## src/rtl/mau_pkg.sv

```systemverilog
// Shared definitions for the MEM-stage load/store initiator: opcodes, FSM states
// and the default RAM word-address width.
package mau_pkg;

    localparam int RAM_AW_DEF = 10;

    localparam logic [2:0] OP_LB  = 3'd0;
    localparam logic [2:0] OP_LBU = 3'd1;
    localparam logic [2:0] OP_LH  = 3'd2;
    localparam logic [2:0] OP_LHU = 3'd3;
    localparam logic [2:0] OP_LW  = 3'd4;
    localparam logic [2:0] OP_SB  = 3'd5;
    localparam logic [2:0] OP_SH  = 3'd6;
    localparam logic [2:0] OP_SW  = 3'd7;

    typedef enum logic [1:0] {
        ST_IDLE    = 2'd0,
        ST_ACCESS  = 2'd1,
        ST_CAPTURE = 2'd2,
        ST_RESP    = 2'd3
    } mau_state_e;

    function automatic logic op_is_store(input logic [2:0] op);
        return (op == OP_SB) || (op == OP_SH) || (op == OP_SW);
    endfunction

endpackage

```

## src/rtl/mau_align.sv

```systemverilog
// Combinational lane logic: byte enables, store-data placement, legality check,
// and sign/zero extension of right-justified RAM read data.
module mau_align
    import mau_pkg::*;
#(
    parameter int RAM_AW      = RAM_AW_DEF,
    parameter int CHECK_RANGE = 1
) (
    input  logic [2:0]  op,
    input  logic [31:0] addr,
    input  logic [31:0] wdata,
    input  logic [2:0]  ld_op,
    input  logic [31:0] ram_rdata,
    output logic [3:0]  sel,
    output logic [31:0] wdata_placed,
    output logic        err,
    output logic [31:0] ld_data
);

    logic misalign;
    logic range_err;

    // Address bits above the RAM window either fault or alias onto the RAM.
    generate
        if (CHECK_RANGE != 0 && RAM_AW < 30) begin : g_range
            assign range_err = |addr[31:RAM_AW+2];
        end else begin : g_no_range
            assign range_err = 1'b0;
        end
    endgenerate

    always_comb begin
        sel          = 4'b0000;
        wdata_placed = 32'h0;
        misalign     = 1'b0;
        case (op)
            OP_LB, OP_LBU, OP_SB: begin
                sel          = 4'b0001 << addr[1:0];
                wdata_placed = {4{wdata[7:0]}};
            end
            OP_LH, OP_LHU, OP_SH: begin
                sel          = addr[1] ? 4'b1100 : 4'b0011;
                wdata_placed = {2{wdata[15:0]}};
                misalign     = addr[0];
            end
            default: begin
                sel          = 4'b1111;
                wdata_placed = wdata;
                misalign     = |addr[1:0];
            end
        endcase
    end

    assign err = misalign | range_err;

    // RAM already right-justifies and zero-extends, so only signed loads need work.
    always_comb begin
        ld_data = ram_rdata;
        case (ld_op)
            OP_LB:   ld_data = {{24{ram_rdata[7]}}, ram_rdata[7:0]};
            OP_LH:   ld_data = {{16{ram_rdata[15]}}, ram_rdata[15:0]};
            default: ld_data = ram_rdata;
        endcase
    end

endmodule

```

## src/rtl/mem_access_unit.sv

```systemverilog
// MEM-stage load/store initiator: one request at a time, one RAM access cycle,
// registered response pulse; illegal requests never touch the RAM.
module mem_access_unit
    import mau_pkg::*;
#(
    parameter int RAM_AW      = RAM_AW_DEF,
    parameter int CHECK_RANGE = 1
) (
    input  logic              clk,
    input  logic              rst,
    input  logic              req_valid,
    output logic              req_ready,
    input  logic [2:0]        req_op,
    input  logic [31:0]       req_addr,
    input  logic [31:0]       req_wdata,
    output logic              resp_valid,
    output logic [31:0]       resp_rdata,
    output logic              resp_err,
    output logic              ram_rw,
    output logic [3:0]        ram_sel,
    output logic [RAM_AW-1:0] ram_addr,
    output logic [31:0]       ram_data_in,
    input  logic [31:0]       ram_data_out
);

    mau_state_e        state_q, state_d;
    logic [2:0]        op_q, op_d;
    logic              resp_valid_q, resp_valid_d;
    logic [31:0]       resp_rdata_q, resp_rdata_d;
    logic              resp_err_q, resp_err_d;
    logic              ram_rw_q, ram_rw_d;
    logic [3:0]        ram_sel_q, ram_sel_d;
    logic [RAM_AW-1:0] ram_addr_q, ram_addr_d;
    logic [31:0]       ram_data_in_q, ram_data_in_d;

    logic [3:0]  al_sel;
    logic [31:0] al_wdata;
    logic        al_err;
    logic [31:0] al_ld_data;

    mau_align #(
        .RAM_AW      (RAM_AW),
        .CHECK_RANGE (CHECK_RANGE)
    ) u_align (
        .op           (req_op),
        .addr         (req_addr),
        .wdata        (req_wdata),
        .ld_op        (op_q),
        .ram_rdata    (ram_data_out),
        .sel          (al_sel),
        .wdata_placed (al_wdata),
        .err          (al_err),
        .ld_data      (al_ld_data)
    );

    always_comb begin
        state_d       = state_q;
        op_d          = op_q;
        resp_valid_d  = resp_valid_q;
        resp_rdata_d  = resp_rdata_q;
        resp_err_d    = resp_err_q;
        ram_rw_d      = ram_rw_q;
        ram_sel_d     = ram_sel_q;
        ram_addr_d    = ram_addr_q;
        ram_data_in_d = ram_data_in_q;
        case (state_q)
            ST_IDLE: begin
                if (req_valid) begin
                    op_d = req_op;
                    if (al_err) begin
                        resp_valid_d = 1'b1;
                        resp_err_d   = 1'b1;
                        resp_rdata_d = 32'h0;
                        state_d      = ST_RESP;
                    end else begin
                        ram_rw_d      = op_is_store(req_op);
                        ram_sel_d     = al_sel;
                        ram_addr_d    = req_addr[RAM_AW+1:2];
                        ram_data_in_d = al_wdata;
                        state_d       = ST_ACCESS;
                    end
                end
            end
            ST_ACCESS: begin
                ram_rw_d  = 1'b0;
                ram_sel_d = 4'b0000;
                if (op_is_store(op_q)) begin
                    resp_valid_d = 1'b1;
                    resp_err_d   = 1'b0;
                    resp_rdata_d = 32'h0;
                    state_d      = ST_RESP;
                end else begin
                    state_d = ST_CAPTURE;
                end
            end
            ST_CAPTURE: begin
                resp_valid_d = 1'b1;
                resp_err_d   = 1'b0;
                resp_rdata_d = al_ld_data;
                state_d      = ST_RESP;
            end
            ST_RESP: begin
                resp_valid_d = 1'b0;
                state_d      = ST_IDLE;
            end
            default: state_d = ST_IDLE;
        endcase
    end

    always_ff @(posedge clk) begin
        if (rst) begin
            state_q       <= ST_IDLE;
            op_q          <= OP_LB;
            resp_valid_q  <= 1'b0;
            resp_rdata_q  <= 32'h0;
            resp_err_q    <= 1'b0;
            ram_rw_q      <= 1'b0;
            ram_sel_q     <= 4'b0000;
            ram_addr_q    <= '0;
            ram_data_in_q <= 32'h0;
        end else begin
            state_q       <= state_d;
            op_q          <= op_d;
            resp_valid_q  <= resp_valid_d;
            resp_rdata_q  <= resp_rdata_d;
            resp_err_q    <= resp_err_d;
            ram_rw_q      <= ram_rw_d;
            ram_sel_q     <= ram_sel_d;
            ram_addr_q    <= ram_addr_d;
            ram_data_in_q <= ram_data_in_d;
        end
    end

    assign req_ready   = (state_q == ST_IDLE);
    assign resp_valid  = resp_valid_q;
    assign resp_rdata  = resp_rdata_q;
    assign resp_err    = resp_err_q;
    assign ram_rw      = ram_rw_q;
    assign ram_sel     = ram_sel_q;
    assign ram_addr    = ram_addr_q;
    assign ram_data_in = ram_data_in_q;

endmodule
```

## config.mk

```make
export PLATFORM = sky130hd
export DESIGN_NAME = mem_access_unit
export DESIGN_NICKNAME = d
export VERILOG_FILES = /design/src/rtl/mau_pkg.sv /design/src/rtl/mau_align.sv /design/src/rtl/mem_access_unit.sv
export SDC_FILE = /design/constraint.sdc
export NUM_CORES = 1
export LEC_CHECK = 0
export ABC_AREA = 1
export CORE_UTILIZATION = 40
export CTS_CLUSTER_DIAMETER = 40
export DETAILED_ROUTE_END_ITERATION = 8
export PLACE_DENSITY = 0.79
export SETUP_SLACK_MARGIN = 0.5
export SYNTH_ARGS = -nofsm -noshare
export SYNTH_HDL_FRONTEND = slang
export SYNTH_SLANG_ARGS = --single-unit
```

## constraint.sdc

```tcl
create_clock -name clk -period 2.3 [get_ports clk]
set_input_delay 0.575 -clock clk [delete_from_list [all_inputs] [get_ports clk]]
set_output_delay 0.575 -clock clk [all_outputs]
set_load 0.01 [all_outputs]
```

[After elaboration in Yosys (flattened, before gate mapping)]
Cells that the tools add are included.
Operators by class
  eq/ne operators: 17
  shift operators: 1
  mux-type cells: 25
  bitwise gates (word level): 2
  reductions and logical operators: 18
Operators by type and width (count)
  case mux 32 bit (2 select lines): 2
  two-way mux 32 bit: 3
  case mux 32 bit (3 select lines): 1
  OR reduction 20 bit: 1
  == test 3 bit, second input constant: 6
  case mux 4 bit (2 select lines): 2
  two-way mux 4 bit: 3
  == test 3 x 2 -> 1 bit, second input constant: 3
  AND reduction 3 bit: 3
  case mux 2 bit (4 select lines): 1
  two-way mux 1 bit: 7
  logical NOT 3 bit: 2
  inequality test 2 bit, second input constant: 3
  OR reduction 3 bit: 2
  == test 2 bit, second input constant: 2
  logical OR 1 bit: 4
  two-way mux 2 bit: 2
  case mux 1 bit (2 select lines): 2
  case mux 1 bit (4 select lines): 1
  AND reduction 4 bit: 1
  << shifter 1 x 2 -> 4 bit, first input constant: 1
  == test 3 x 1 -> 1 bit, second input constant: 1
  case mux 1 bit (3 select lines): 1
  nonzero test 3 bit: 1
  8 further kinds: 8
Word-level totals
  register bits: 86
  bits of input ports: 102
  logic and storage cells: 72

[Logic depth before layout (Yosys ltp)]
Gate-level depths: netlist of the first run.
  depth in word-level cells: 7
  gate-level depth with buffers: 12

[Cells and area by module]
Synthesis of the first run repeated with hierarchy kept, for this count alone.
Unflattened totals
  cells, all modules: 739
  area, all modules: 4548.1 um^2
Modules (own cells, without submodules)
  mem_access_unit: instances 1, cells each 535, area each 3648.5 um^2
  mau_align: instances 1, cells each 204, area each 899.6 um^2

[Worst setup path before layout of the first run]
OpenSTA, ideal clock, no wires.
  path type: reg2reg
  start point: register state_q[0]
  end point: register state_q[1]
  setup time: 0.129 ns
  arrival time: 1.676 ns
  path slack: 0.495 ns
  cell stages (with the launch flop): 12
  path buffers: 2
  period minus slack after synthesis: 1.805 ns
  path through: dfxtp_1 inv_1 ha_1 nand2_1 nor2_1 nand2_4 nor2_8 nand2_2 buf_6 buf_6 o211ai_1 a21oi_1
On the way
  longest elaborated chain between the ends: 2
  elaborated cells between the ends (all ways): 6
  classes of those cells: eq/ne: 4; mux: 1; reduce/logical: 1
Ends and longest elaborated chain
  start: declaration: line mem_access_unit.sv:26  | mau_state_e state_q, state_d;
  start signal: assignment: line mem_access_unit.sv:122  | state_q <= state_d;
  logical NOT 2 bit *
  named net req_ready: line mem_access_unit.sv:12  | output logic req_ready,
  case mux 2 bit (4 select lines) or inequality test 2 bit (tied branches)
Mark *: on every way through the listed nets, which the timed path passes. The rest lies on a longest branch.
A chain may end at the register's enable or synchronous reset.

[Worst setup path in the final report of the first run]
  start point: input req_addr[30]
  end point: register resp_rdata_q[17], in the netlist resp_rdata[17]
On the way
  longest elaborated chain between the ends: 4
Ends and longest elaborated chain
  start: declaration: line mem_access_unit.sv:14  | input logic [31:0] req_addr,
  OR reduction 20 bit: line mau_align.sv:26  | assign range_err = |addr[31:RAM_AW+2];
  bitwise OR 1 bit: line mau_align.sv:54  | assign err = misalign | range_err;
  inequality test 2 x 1 -> 1 bit (no source line)
  AND reduction 4 bit (no source line)
  end signal: assignment: line mem_access_unit.sv:125  | resp_rdata_q <= resp_rdata_d;
  end: declaration: line mem_access_unit.sv:29  | logic [31:0] resp_rdata_q, resp_rdata_d;
Every way passes these cells.

==> flow_metrics.py, run 1 <==
metrics = {
    "logic_synthesis": {
        "ys_dominant_reg_cell": "sky130_fd_sc_hd__dfxtp_1",
        "synthCells": 711,
        "avgSynthCellArea_um2": 6.34,
        "synth_enable_flop_cells": 0,
        "syn-cell-area_mm2": 0.00451,
        "asyncSetResetFlopFracSynth": 0,
        "mappedNetlistNets": 818,
        "yosysWarnings": 0,
        "yosysUniqueCellTypes": 31,
        "synth_seq_cells": 86,
        "yosysSeqAreaShare": 0.382,
    },
    "placed_design": {
        "detailedPlacementHpwl_mm": 9.53,
        "place.port_buffers": 183,
        "final_weighted_congestion_in_routability_driven_placement": 0.819,
    },
    "drt": {
        "vias": 5107,
        "drt_iter0_markers": 275,
        "routed_wl_mm": 14.3,
        "detail_route.wl_per_cell_um": 13.5,
        "drt_pre_antenna_iters": 5,
        "vias_per_cell": 4.81,
        "drc_errors": 0,
        "final_antenna_net_count": 0,
    },
    "die": {
        "floorplan.die_area_mm2": 0.0117,
        "core_area_mm2": 0.0109,
        "floorplan.die.width_um": 108,
        "dieHeight_um": 108,
        "std_cell_rows": 38,
        "floorplan.initialDensity": 0.414,
        "ios": 184,
    },
    "timing": {
        "rsz0062_at_grt": "yes",
        "slew_headroom": 0.766,
        "actual_transition_at_the_worst_max_transition_pin_ns": 0.351,
        "finalHoldViolations": 0,
        "maxSlewViolCount": 0,
        "final-setup-viol-count": 0,
        "post-route-period-util": 0.774,
        "finalSetupTns_ns": 0,
        "fin_skew_ns": 0.00949,
        "finalWorstPathRequiredPeriod_ns": 1.78,
        "fmax_mhz": 562,
    },
    "global_routing": {
        "grt_util_all_layers": 0.241,
        "overflow": 0,
        "wire_length_of_the_first_global_routing_pass_mm": 22.1,
        "largest_net_degree_at_the_start_of_global_routing": 33,
        "antenna_found_initial": 0,
        "via_count_of_the_first_global_routing_pass": 4689,
    },
    "pwr": {
        "peakVddDrop_mv": 0.578,
        "leakagePower_nw": 3.81,
        "p_sw_frac": 0.402,
        "power_frac_comb": 0.539,
        "power_density_mw_per_mm2": 953,
        "fin_total_pwr_w": 0.00681,
        "p_clk_frac": 0.166,
        "power_frac_seq": 0.295,
        "power_report.internal_total_w": 0.00407,
        "net-switching-power_w": 0.00274,
    },
    "worst_setup_path": {
        "worst-path-max-fanout": 6,
        "timing.critical_path.from_type": "primary input",
        "cp_data_arrival_time_ns": 2.05,
        "critPathKind": "in -> reg",
        "cp.required_ns": 2.57,
        "cp-end-kind": "register",
    },
    "clock_network": {
        "clk-insertion-delay-late_ns": 0.37,
        "number_of_buffers_inserted_during_clock_tree_synthesis": 9,
        "tritoncts": "yes",
        "cts-root-to-sink-buffers": 2,
        "ctsHtreeMaxLevel": 3,
        "number_of_hold_buffers_added_after_cts": 0,
        "clockRootBuffer": "sky130_fd_sc_hd__clkbuf_8",
        "reg_clk_slew_reported_paths_ns": 0.09,
        "cts_num_sinks": 86,
    },
    "run": {
        "maxCapViolations": 0,
    },
    "final_layout": {
        "diodes_inserted": 0,
        "drive_above_1_share": 0.142,
        "final_nets": 1023,
        "final_core_util": 0.656,
        "area.growth.synth_to_final_pct": 58.5,
    },
    "worst_hold_path": {
        "worst_hold_path_type": "reg -> reg",
    },
    "run_status": {
        "status": "complete, no violations",
    },
}
-- placed cells by master (no fill, tap or decap), drive strengths merged --
cell and instances:
a21boi 1, a21oi 19, and2 1, buf 46
bufinv 1, clkbuf 13, clkdlybuf4s15 2, clkdlybuf4s50 77
clkinv 3, clkinvlp 3, dfxtp 86, dlygate4sd2 102
dlymetal6s2s 2, ha 5, inv 114, nand2 164
nand3 28, nand4 31, nor2 148, nor3 1
o211ai 1, o21ai 64, o21bai 1, o22ai 8
-- cell usage after synthesis (all sizes together), types with 5 or more instances --
library cell / number / area [um2]
nand4: 31 / 194
nand2: 164 / 646
buf: 22 / 134
clkbuf: 17 / 63.8
nand3: 28 / 163
a21oi: 19 / 95.1
ha: 5 / 62.6
o21ai: 64 / 320
inv: 113 / 427
dfxtp: 86 / 1720
nor2: 148 / 582
o22ai: 8 / 50.1
-- routing by layer --
metal	GRT usage	routed length (um)
met1	0.293	5940
met2	0.399	6820
met3	0.0699	1250
met4	0.0949	275
met5	0	0
-- path summary, 6_finish.rpt --
path         cells after the start  slack (ns)         start        endpoint
max                             12        0.52  req_addr[30]  resp_rdata[17]
min                              2        0.48    ram_sel[0]      ram_sel[0]
max reg2reg                     14        0.54    state_q[0]  resp_rdata[20]
min reg2reg                      2        0.48    ram_sel[0]      ram_sel[0]
-- final cells by class --
type / instances / area [um2]
clock buffer: 10 / 138
clock inverter: 6 / 68.8
fill: 1000 / 3740
inverter: 114 / 442
multi-input combinational: 472 / 2280
sequential: 86 / 1730
tap: 140 / 175
timing repair buffer: 232 / 2310
timing repair inverter: 1 / 7.51
-- critical path, stage by stage --
cell and delay, ns:
sky130_fd_sc_hd__clkdlybuf4s50_1 0.47, sky130_fd_sc_hd__inv_1 0.04, sky130_fd_sc_hd__nand2_1 0.05, sky130_fd_sc_hd__nor2_1 0.04
sky130_fd_sc_hd__nand2_2 0.11, sky130_fd_sc_hd__nor2_8 0.05, sky130_fd_sc_hd__nand2_4 0.08, sky130_fd_sc_hd__nand3_4 0.13
sky130_fd_sc_hd__buf_6 0.17, sky130_fd_sc_hd__clkbuf_16 0.15, sky130_fd_sc_hd__nor2_1 0.13, sky130_fd_sc_hd__nor2_1 0.05
-- metrics by stage --
stage	setup slack, ns	instance area [um2]	instances	hold slack [ns]
5_1_grt	0.454	7140	1061	0.515
3_5_place_dp	-0.0342	6650	1028	0.476
2_1_floorplan	0.562	4510	711	0.453
3_3_place_gp	0.0216	6650	1028	0.470
4_1_cts	0.460	6910	1052	0.486
6_report	0.519	7140	1061	0.485
-- logic make-up (layout without fill, tap and decap cells) --
logic type	after synthesis	count (layout)	share of synthesized area
AO/OA/AOI/OAI	94	94	0.111
adder cells (fa/ha/maj)	5	5	0.0139
AND/OR/NAND/NOR	373	373	0.354
flip-flops	86	86	0.382
buffers and inverters	153	363	0.139
-- flip-flops by register name (all words and copies together) (netlist names) --
register	count
op_q	3
ram_addr	10
ram_data_in	32
ram_rw	1
ram_sel	4
resp_err	1
resp_rdata	32
resp_valid	1
state_q	2
-- power by group through the flow --
stage	registers, W	clock network [W]	logic (W)
after floorplan	0.00216	0	0.00164
after global routing	0.00204	0.00120	0.00406
after global placement	0.00204	0	0.00302
after detailed placement	0.00204	0	0.00306
final	0.00201	0.00113	0.00367
after CTS	0.00201	0.00115	0.00326
-- repair_timing --
item                                    4_1_cts  5_1_grt
endpoints found under the setup margin      161       76
gates cloned                                  2        4
gates resized for setup                     126       54
hold endpoints to repair                      0        0
pin swaps                                    23       15
buffers inserted                              6        5
No activity file was read; power rests on OpenSTA's default activity.
==> inputs of run 2 (changes only) <==
- CORE_UTILIZATION: 40 -> 39
- PLACE_DENSITY: 0.79 -> 0.81
- clock period: 2.3 -> 1.6 ns (I/O delays scaled with it)
==> run 2 against run 1 <==
  * The run now ends with negative setup slack left
  * Worst setup slack got worse by 0.82 ns
  * Final cell count increased by 5.5%
  * Critical path depth unchanged
  * Utilization increased by 13 points
  * Register-to-register slack got worse by 0.84 ns
  * Routed wire length increased by 31%
  * Cell area increased by 21%
  * Count of clock-buffer cells in the layout increased by 1
  * Total power increased by 86%
  * Highest routed layer unchanged
  * Non-clock buffer count increased by 57
  * Sequential share of layout area decreased by 3.1 points
  * Clock skew decreased by 0.0013 ns
  * Critical path type is now reg -> reg
==> flow_metrics.py, run 2 (same netlist as run 1, synthesis figures left out) <==
metrics = {
    "worst_hold_path": {
        "holdPathEnd": "state_q[1]",
        "worst_hold_path_type": "in -> reg",
        "holdPathStages": 4,
        "hold_path_startpoint": "req_valid",
    },
    "clock_network": {
        "clk-insertion-delay-late_ns": 0.35,
        "clockRootBuffer": "sky130_fd_sc_hd__clkbuf_16",
        "number_of_buffers_inserted_during_clock_tree_synthesis": 9,
        "cts_num_sinks": 86,
        "tritoncts": "yes",
        "reg_clk_slew_reported_paths_ns": 0.07,
        "ctsHtreeMaxLevel": 3,
        "cts-root-to-sink-buffers": 2,
    },
    "drt": {
        "drt_iter0_markers": 319,
        "routed_wl_mm": 18.7,
        "final_antenna_net_count": 0,
        "drc_errors": 0,
        "detail_route.wl_per_cell_um": 16.7,
        "vias": 5825,
        "vias_per_cell": 5.21,
        "drt_pre_antenna_iters": 5,
    },
    "global_routing": {
        "wire_length_of_the_first_global_routing_pass_mm": 25.5,
        "grt_util_all_layers": 0.278,
        "via_count_of_the_first_global_routing_pass": 5470,
        "antenna_found_initial": 2,
        "overflow": 0,
        "largest_net_degree_at_the_start_of_global_routing": 48,
    },
    "die": {
        "floorplan.die_area_mm2": 0.0120,
        "dieHeight_um": 110,
        "ios": 184,
        "floorplan.die.width_um": 110,
        "floorplan.initialDensity": 0.409,
        "std_cell_rows": 38,
        "core_area_mm2": 0.0110,
    },
    "timing": {
        "rsz0062_at_grt": "yes",
        "fin_skew_ns": 0.00821,
        "finalHoldViolations": 0,
        "actual_transition_at_the_worst_max_transition_pin_ns": 0.282,
        "slew_headroom": 0.811,
        "finalWorstPathRequiredPeriod_ns": 1.90,
        "final_critical_path_setup_slack_ns": -0.299,
        "fmax_mhz": 527,
        "timing.hold.ws_ns": 0.408,
        "final-setup-viol-count": 81,
        "maxSlewViolCount": 0,
        "post-route-period-util": 1.19,
    },
    "worst_setup_path": {
        "cp-end-kind": "register",
        "critPathKind": "reg -> reg",
        "worstReg2RegEnd": "ram_data_in[5]",
        "cp_data_arrival_time_ns": 2.15,
        "timing.critical_path.from_type": "register",
        "worst-path-max-fanout": 11,
        "worst_r2r_path_depth": 12,
        "cp.required_ns": 1.85,
        "r2r-start": "state_q[0]",
        "ff2ff_setup_slack_ns": -0.30,
    },
    "run_status": {
        "status": "finished, violations left",
        "violations": "negative setup slack",
    },
    "run": {
        "maxCapViolations": 0,
    },
    "final_layout": {
        "final_nets": 1079,
        "final.fill_count": 723,
        "layout_commonest_cell": "sky130_fd_sc_hd__nor2_1",
        "final_core_util": 0.785,
        "final_cell_mix": "126 x sky130_fd_sc_hd__nor2_1, 106 x sky130_fd_sc_hd__nand2_1, 89 x sky130_fd_sc_hd__buf_6",
        "area.growth.synth_to_final_pct": 92.2,
        "drive_above_1_share": 0.445,
    },
    "placed_design": {
        "detailedPlacementHpwl_mm": 9.71,
        "final_weighted_congestion_in_routability_driven_placement": 0.830,
        "place.port_buffers": 183,
    },
    "pwr": {
        "peakVddDrop_mv": 1.36,
        "power_density_mw_per_mm2": 1460,
        "leakagePower_nw": 4.24,
    },
}
## run 2: per-stage QoR
| stage | std cells | area, um2 | setup TNS (ns) | worst slack [ns] | total power, W |
|---|---|---|---|---|---|
| 3_3_place_gp | 1049 | 6950 | -31.85 | -0.456 | 0.00753 |
| 4_1_cts | 1101 | 8080 | -3.17 | -0.0657 | 0.0114 |
| 6_report | 1119 | 8660 | -7.64 | -0.299 | 0.0127 |
| 5_1_grt | 1118 | 8660 | -13.64 | -0.363 | 0.0134 |
| 2_1_floorplan | 711 | 4670 | 0 | 0.101 | 0.00569 |
| 3_5_place_dp | 1049 | 6950 | -35.85 | -0.500 | 0.00760 |
## run 2: metal layers
layer  GRT usage  wire length (um)
met1       0.293              6700
met2       0.502              9600
met3      0.0824              1710
met4       0.136               688
met5           0                 0
## run 2: critical path, cell delays in order, from the launching register on
cell,delay [ns]
sky130_fd_sc_hd__dfxtp_4,0.36
sky130_fd_sc_hd__inv_4,0.06
sky130_fd_sc_hd__ha_4,0.17
sky130_fd_sc_hd__nand2_4,0.06
sky130_fd_sc_hd__nor2_4,0.09
sky130_fd_sc_hd__nand2_4,0.07
sky130_fd_sc_hd__nor2_8,0.12
sky130_fd_sc_hd__buf_6,0.12
sky130_fd_sc_hd__nand3_4,0.15
sky130_fd_sc_hd__clkbuf_16,0.23
sky130_fd_sc_hd__nand2_1,0.06
sky130_fd_sc_hd__nand2_1,0.07
sky130_fd_sc_hd__a21oi_1,0.21
## run 2: cell type report
class                   count  area [um2]  share of cell area
clock inverters             5        81.3             0.00939
flip-flops and latches     86        1830               0.211
well taps                 140         175              0.0202
clock buffers              11         253              0.0292
inverters                 114         448              0.0517
repair buffers            289        3190               0.368
multi-input cells         472        2680               0.310
diodes                      2        5.00            0.000578
## run 2: power breakdown
part,switching [W],internal [W]
combinational,0.00371,0.00347
clock,0.000942,0.00145
sequential,0.000365,0.00272
total,0.00502,0.00765
## run 2: worst max-delay path by stage
stage                from         endpoint  slack, ns  cells after the start
5_1_grt        state_q[0]   ram_data_in[5]      -0.36                     12
6_report       state_q[0]   ram_data_in[5]      -0.30                     12
2_1_floorplan  state_q[0]       state_q[1]       0.10                     11
3_3_place_gp    req_op[2]  ram_data_in[10]      -0.46                      9
4_1_cts        state_q[0]         resp_err      -0.07                     13
3_5_place_dp    req_op[2]  ram_data_in[10]      -0.50                      9
## run 2: timing repair
| item | 4_1_cts | 5_1_grt |
|---|---|---|
| pin swaps | 45 | 38 |
| hold buffers | 0 | 0 |
| gates resized for setup | 580 | 125 |
| buffers inserted | 28 | 9 |
| cloned | 8 | 7 |
| setup endpoints to repair | 168 | 168 |
